**src/rtl/frame_compositor_pkg.sv**
```systemverilog
// Shared types for the frame compositor: FSM states, matrix size and the 8x8 frame type.
package compositor_pkg;

  typedef enum logic [1:0] {
    IDLE  = 2'd0,
    PLAY  = 2'd1,
    BLINK = 2'd2,
    HOLD  = 2'd3
  } comp_state_t;

  localparam int DIM = 8;

  typedef logic [DIM-1:0][DIM-1:0] frame_t;

  function automatic logic is_frozen(input comp_state_t s);
    return (s == BLINK) || (s == HOLD);
  endfunction

endpackage

```
**src/rtl/blink_timer.sv**
```systemverilog
// Counts frame ticks into blink half-periods; phase starts off and flips each half-period,
// done latches once the configured number of half-periods has elapsed.
module blink_timer #(
  parameter int BLINK_TICKS = 4,
  parameter int BLINK_COUNT = 3
) (
  input  logic clk,
  input  logic reset,
  input  logic clear,
  input  logic tick,
  output logic phase,
  output logic done
);

  localparam int TW = (BLINK_TICKS > 1) ? $clog2(BLINK_TICKS) : 1;
  localparam int HW = $clog2(2 * BLINK_COUNT + 1);
  localparam logic [TW-1:0] TICK_LAST = TW'(BLINK_TICKS - 1);
  localparam logic [HW-1:0] HALF_LAST = HW'(2 * BLINK_COUNT);

  logic [TW-1:0] tick_cnt_r;
  logic [HW-1:0] half_cnt_r;
  logic          phase_r;
  logic          done_r;
  logic          wrap_s;

  assign wrap_s = tick && (tick_cnt_r == TICK_LAST);
  assign phase  = phase_r;
  assign done   = done_r;

  // Tick counter, saturating half-period counter, phase and done flag
  always_ff @(posedge clk or posedge reset) begin
    if (reset) begin
      tick_cnt_r <= '0;
      half_cnt_r <= '0;
      phase_r    <= 1'b0;
      done_r     <= 1'b0;
    end else if (clear) begin
      tick_cnt_r <= '0;
      half_cnt_r <= '0;
      phase_r    <= 1'b0;
      done_r     <= 1'b0;
    end else if (wrap_s) begin
      tick_cnt_r <= '0;
      phase_r    <= ~phase_r;
      if (half_cnt_r != HALF_LAST) begin
        half_cnt_r <= half_cnt_r + HW'(1);
      end else begin
        half_cnt_r <= half_cnt_r;
      end
      done_r <= done_r | (half_cnt_r >= (HALF_LAST - HW'(1)));
    end else if (tick) begin
      tick_cnt_r <= tick_cnt_r + TW'(1);
    end else begin
      tick_cnt_r <= tick_cnt_r;
    end
  end

endmodule

```
**src/rtl/frame_compositor.sv**
```systemverilog
// Snapshots the live red/green layers on each frame tick and, after game over,
// freezes the last frame, blinks the bird (red) layer, then holds until restart.
module frame_compositor
  import compositor_pkg::*;
#(
  parameter int BLINK_TICKS = 4,
  parameter int BLINK_COUNT = 3
) (
  input  logic   clk,
  input  logic   reset,
  input  logic   tick,
  input  logic   start,
  input  logic   over,
  input  frame_t red_in,
  input  frame_t green_in,
  output frame_t red_array,
  output frame_t green_array,
  output logic   frozen
);

  comp_state_t state_r, next_state_s;
  frame_t      snap_red_r, snap_green_r;
  frame_t      red_next_s, green_next_s;
  logic        capture_s, frozen_next_s, timer_clear_s;
  logic        phase_s, done_s;

  blink_timer #(
    .BLINK_TICKS(BLINK_TICKS),
    .BLINK_COUNT(BLINK_COUNT)
  ) u_blink_timer (
    .clk  (clk),
    .reset(reset),
    .clear(timer_clear_s),
    .tick (tick),
    .phase(phase_s),
    .done (done_s)
  );

  // State register
  always_ff @(posedge clk or posedge reset) begin
    if (reset) begin
      state_r <= IDLE;
    end else begin
      state_r <= next_state_s;
    end
  end

  // Next-state logic; a dropped start always wins over blink completion
  always_comb begin
    next_state_s = state_r;
    case (state_r)
      IDLE:    if (start) next_state_s = PLAY;  else next_state_s = IDLE;
      PLAY:    if (over)  next_state_s = BLINK; else next_state_s = PLAY;
      BLINK: begin
        if (!start)      next_state_s = IDLE;
        else if (done_s) next_state_s = HOLD;
        else             next_state_s = BLINK;
      end
      HOLD:    if (!start) next_state_s = IDLE; else next_state_s = HOLD;
      default: next_state_s = IDLE;
    endcase
  end

  // Output decode; done masks the trailing off-phase so HOLD follows an on half-period cleanly
  always_comb begin
    capture_s     = 1'b0;
    red_next_s    = snap_red_r;
    green_next_s  = snap_green_r;
    frozen_next_s = is_frozen(state_r);
    timer_clear_s = (state_r != BLINK);
    case (state_r)
      IDLE: capture_s = tick;
      PLAY: capture_s = tick && !over;
      BLINK: begin
        if (!phase_s && !done_s) red_next_s = '0;
        else                     red_next_s = snap_red_r;
      end
      HOLD:    capture_s = 1'b0;
      default: capture_s = 1'b0;
    endcase
  end

  // Frame snapshot
  always_ff @(posedge clk or posedge reset) begin
    if (reset) begin
      snap_red_r   <= '0;
      snap_green_r <= '0;
    end else if (capture_s) begin
      snap_red_r   <= red_in;
      snap_green_r <= green_in;
    end else begin
      snap_red_r   <= snap_red_r;
      snap_green_r <= snap_green_r;
    end
  end

  // Registered outputs to the matrix driver
  always_ff @(posedge clk or posedge reset) begin
    if (reset) begin
      red_array   <= '0;
      green_array <= '0;
      frozen      <= 1'b0;
    end else begin
      red_array   <= red_next_s;
      green_array <= green_next_s;
      frozen      <= frozen_next_s;
    end
  end

endmodule

```
**config.mk**
```make
export PLATFORM = sky130hd
export DESIGN_NAME = frame_compositor
export DESIGN_NICKNAME = d
export VERILOG_FILES = /design/src/rtl/frame_compositor_pkg.sv /design/src/rtl/blink_timer.sv /design/src/rtl/frame_compositor.sv
export SDC_FILE = /design/constraint.sdc
export NUM_CORES = 1
export LEC_CHECK = 0
export BUFFER_PORTS_ARGS = -buffer_cell sky130_fd_sc_hd__buf_2
export CAP_MARGIN = 25
export CORE_UTILIZATION = 55
export CTS_CLUSTER_SIZE = 40
export DETAILED_ROUTE_END_ITERATION = 6
export PLACE_DENSITY = 0.81
export SYNTH_ARGS = -nofsm -noshare
export SYNTH_HDL_FRONTEND = slang
export SYNTH_SLANG_ARGS = --single-unit
```
**constraint.sdc**
```tcl
create_clock -name clk -period 19.3 [get_ports clk]
set_input_delay 3.86 -clock clk [delete_from_list [all_inputs] [get_ports clk]]
set_output_delay 3.86 -clock clk [all_outputs]
set_load 0.02 [all_outputs]
```
==> qor.csv <==
metric,value,unit
status,finished clean,
leakagePower,5.438,nW
ant_nets,0,
synth-seq-cells,266,
whs,0.3643,ns
cts-buffers-inserted,26,
slowest_stage,buf_4,
start_util,56.38,%
cp_common_cell,buf_4,
finalSetupViolCount,0,
fin_nets,928,
vias_per_cell,4.806,
synth_top_cell_area_share,74.32,%
path_clk_slew,0.06,ns
grt_pass1_vias,5216,
synth.net_count,656,
layout-drive-gt1-share,53.90,%
slew_headroom,39.87,%
netlist_top_cells_count,"dfrtp_1 (266), mux2_2 (129), nor2b_1 (64)",
critical_path.max_stage_delay,0.83,ns
ys_dominant_reg_cell,dfrtp_1,
netlist_instances,519,
r2r_slack,16.65,ns
cts_resized,0,
die_w,129.6,microns
hold_start,green_next_s[3],
worst_setup_path_end_kind,register,
ys_seq_area_share,74.32,%
grt_max_degree,117,
slew_viol_final,0,
p_total,2.086,mW
fmax,176.8,MHz
totalWireLength,17.23,mm
skew,0.009888,ns
clk_latency,0.51,ns
crit_family,buffers and inverters,
postCtsSetupBuffers,0,
core,15890,sq um
period_share,29.31,%
syn-mean-instance-area,17.26,sq um
tightest_slew,0.9020,ns
ios,262,
r2r_cells,4,
period_minus_slack,5.657,ns
root_buffer,clkbuf_16,
path_cells,buf_2 -> nand3b_1 -> buf_4 -> buf_4 -> mux2_2,
grt_usage,20.12,%
hold_violations,0,
crit_fanout,71,
yosysMostFrequentCell,dfrtp_1,
cp_num_buf_inv,3,
die-height,129.6,microns
cts.path.max_buffers,3,
dp_slack,12.85,ns
startpoint_type,primary input,
num_vias,4917,
post-dp-hpwl,11.59,mm
grt_pass1_wl,26.12,mm
syn_area,8956,sq um
synth-edff-count,0,
max_cap_violations,0,
layout-area-overhead-vs-synth,26.00,%
wl_per_cell,16.84,microns
first_iter_violations,170,
layout_setup_ws,13.64,ns
htreeDepth,1,
rsz0062_at_grt,false,
synthArstFlopShare,100.0,%
grt-ovfl-total,0,
crit_arrival,6.04,ns
hold_path_depth,0,
cts_tree,yes,
synth_top_area_cell,dfrtp_1,
worstSetupPathType,primary input to register,
r2r_end,green_next_s[47],
ir_worst_vdd,0.00009734,V
synth.area.top_cells,"dfrtp_1 (74%), mux2_2 (16%), nor2b_1 (4.5%)",
die_area,16800,sq um
route.detailed.drc,0,
rr_startpoint,state_r[1],
clock_sink_count,266,
n_fill_cell,1104,
power_density,184.9,nW/um^2
synth.distinct_cells,25,
holdBufCountCts,0,
gp_congestion,0.7227,
yosysWarnings,0,
rows,46,
antenna_found_initial,0,
min_to,green_array[3],
setup_tns,0,ns
worstPathRequired,19.69,ns
hold_path.class,register to register,
firstDrtPassIters,4,
n_antenna_cell,0,
io_buffer_count,261,
[worst max-delay path by stage]
stage	start	endpoint	slack, ns	cells after the start
floorplan	reset	frozen	8.11	1
global placement	reset	red_array[23]	12.98	4
detailed placement	reset	green_array[59]	12.85	4
CTS	reset	snap_red_r[22]	13.38	4
global route	tick	green_next_s[47]	13.53	5
finish	tick	green_next_s[47]	13.64	5
[cell type report]
type                            count  area, sq um  area share, %
Multi-Input combinational cell    226         2085          18.47
Timing Repair Buffer              267         1371          12.15
Clock buffer                       40        784.5          6.952
Tap cell                          216        270.3          2.395
Inverter                            4        22.52         0.1996
Clock inverter                      4        95.09         0.8427
Sequential cell                   266         6656          58.99
[sequential cells by signal, indices dropped and copies added, names as in the netlist]
register / cells
green_array: 64
green_next_s: 64
red_array: 64
snap_red_r: 64
u_blink_timer.half_cnt_r: 3
state_r: 2
u_blink_timer.tick_cnt_r: 2
frozen: 1
u_blink_timer.done: 1
u_blink_timer.phase: 1
[metal layers]
metal / global-route usage, % / part of all wire (%) / vias to the layer above
li1: - / - / 2260
met1: 24.61 / 39 / 2452
met2: 35.14 / 53 / 171
met3: 4.624 / 6.1 / 34
met4: 7.114 / 2.5 / 0
met5: 0 / 0 / -
[cell usage in the layout (no fill, tap or decap), drive strengths merged]
| cell | netlist | layout |
|---|---|---|
| nand2b | 2 | 2 |
| xor2 | 1 | 1 |
| clkbuf | 1 | 40 |
| buf | 22 | 267 |
| a211oi | 1 | 1 |
| clkinv | 0 | 1 |
| dfrtp | 266 | 266 |
| mux2i | 2 | 2 |
| nand3b | 1 | 1 |
| a21oi | 3 | 3 |
| nor2 | 5 | 5 |
| nor2b | 64 | 64 |
| o2111ai | 1 | 1 |
| nand3 | 1 | 1 |
| inv | 4 | 4 |
| o21ai | 1 | 1 |
| ha | 4 | 4 |
| mux2 | 129 | 129 |
| nand2 | 4 | 4 |
| bufinv | 0 | 3 |
| a31oi | 2 | 2 |
| xnor2 | 1 | 1 |
| nor3b | 2 | 2 |
| nor3 | 2 | 2 |
[through the flow]
stage,area (sq um),util (%),std cells
2_1_floorplan,8956,-,519
3_3_place_gp,10380,65.33,978
3_5_place_dp,10380,65.33,978
4_1_cts,11260,70.86,1022
5_1_grt,11280,71.04,1023
6_report,11280,71.04,1023
[power by group]
| part | leakage [nW] | total (mW) | internal [mW] | switching [mW] |
|---|---|---|---|---|
| clock | 0.430 | 0.512 | 0.317 | 0.194 |
| combinational | 1.86 | 0.634 | 0.272 | 0.362 |
| sequential | 3.14 | 0.941 | 0.834 | 0.106 |
[logic make-up (layout without fill, tap and decap cells)]
| group | count (synthesis) | count (layout) | share of synthesized area, % |
|---|---|---|---|
| DFF | 266 | 266 | 74.32 |
| buffers and inverters | 27 | 315 | 2.403 |
| muxes | 131 | 131 | 16.44 |
| and+or+nand+nor | 81 | 81 | 5.532 |
| AOI/OAI and AO/OA | 8 | 8 | 0.5448 |
| xor gates and xnor gates | 2 | 2 | 0.1956 |
| adders and majority gates | 4 | 4 | 0.5588 |
(Power assumes the default switching activity.)
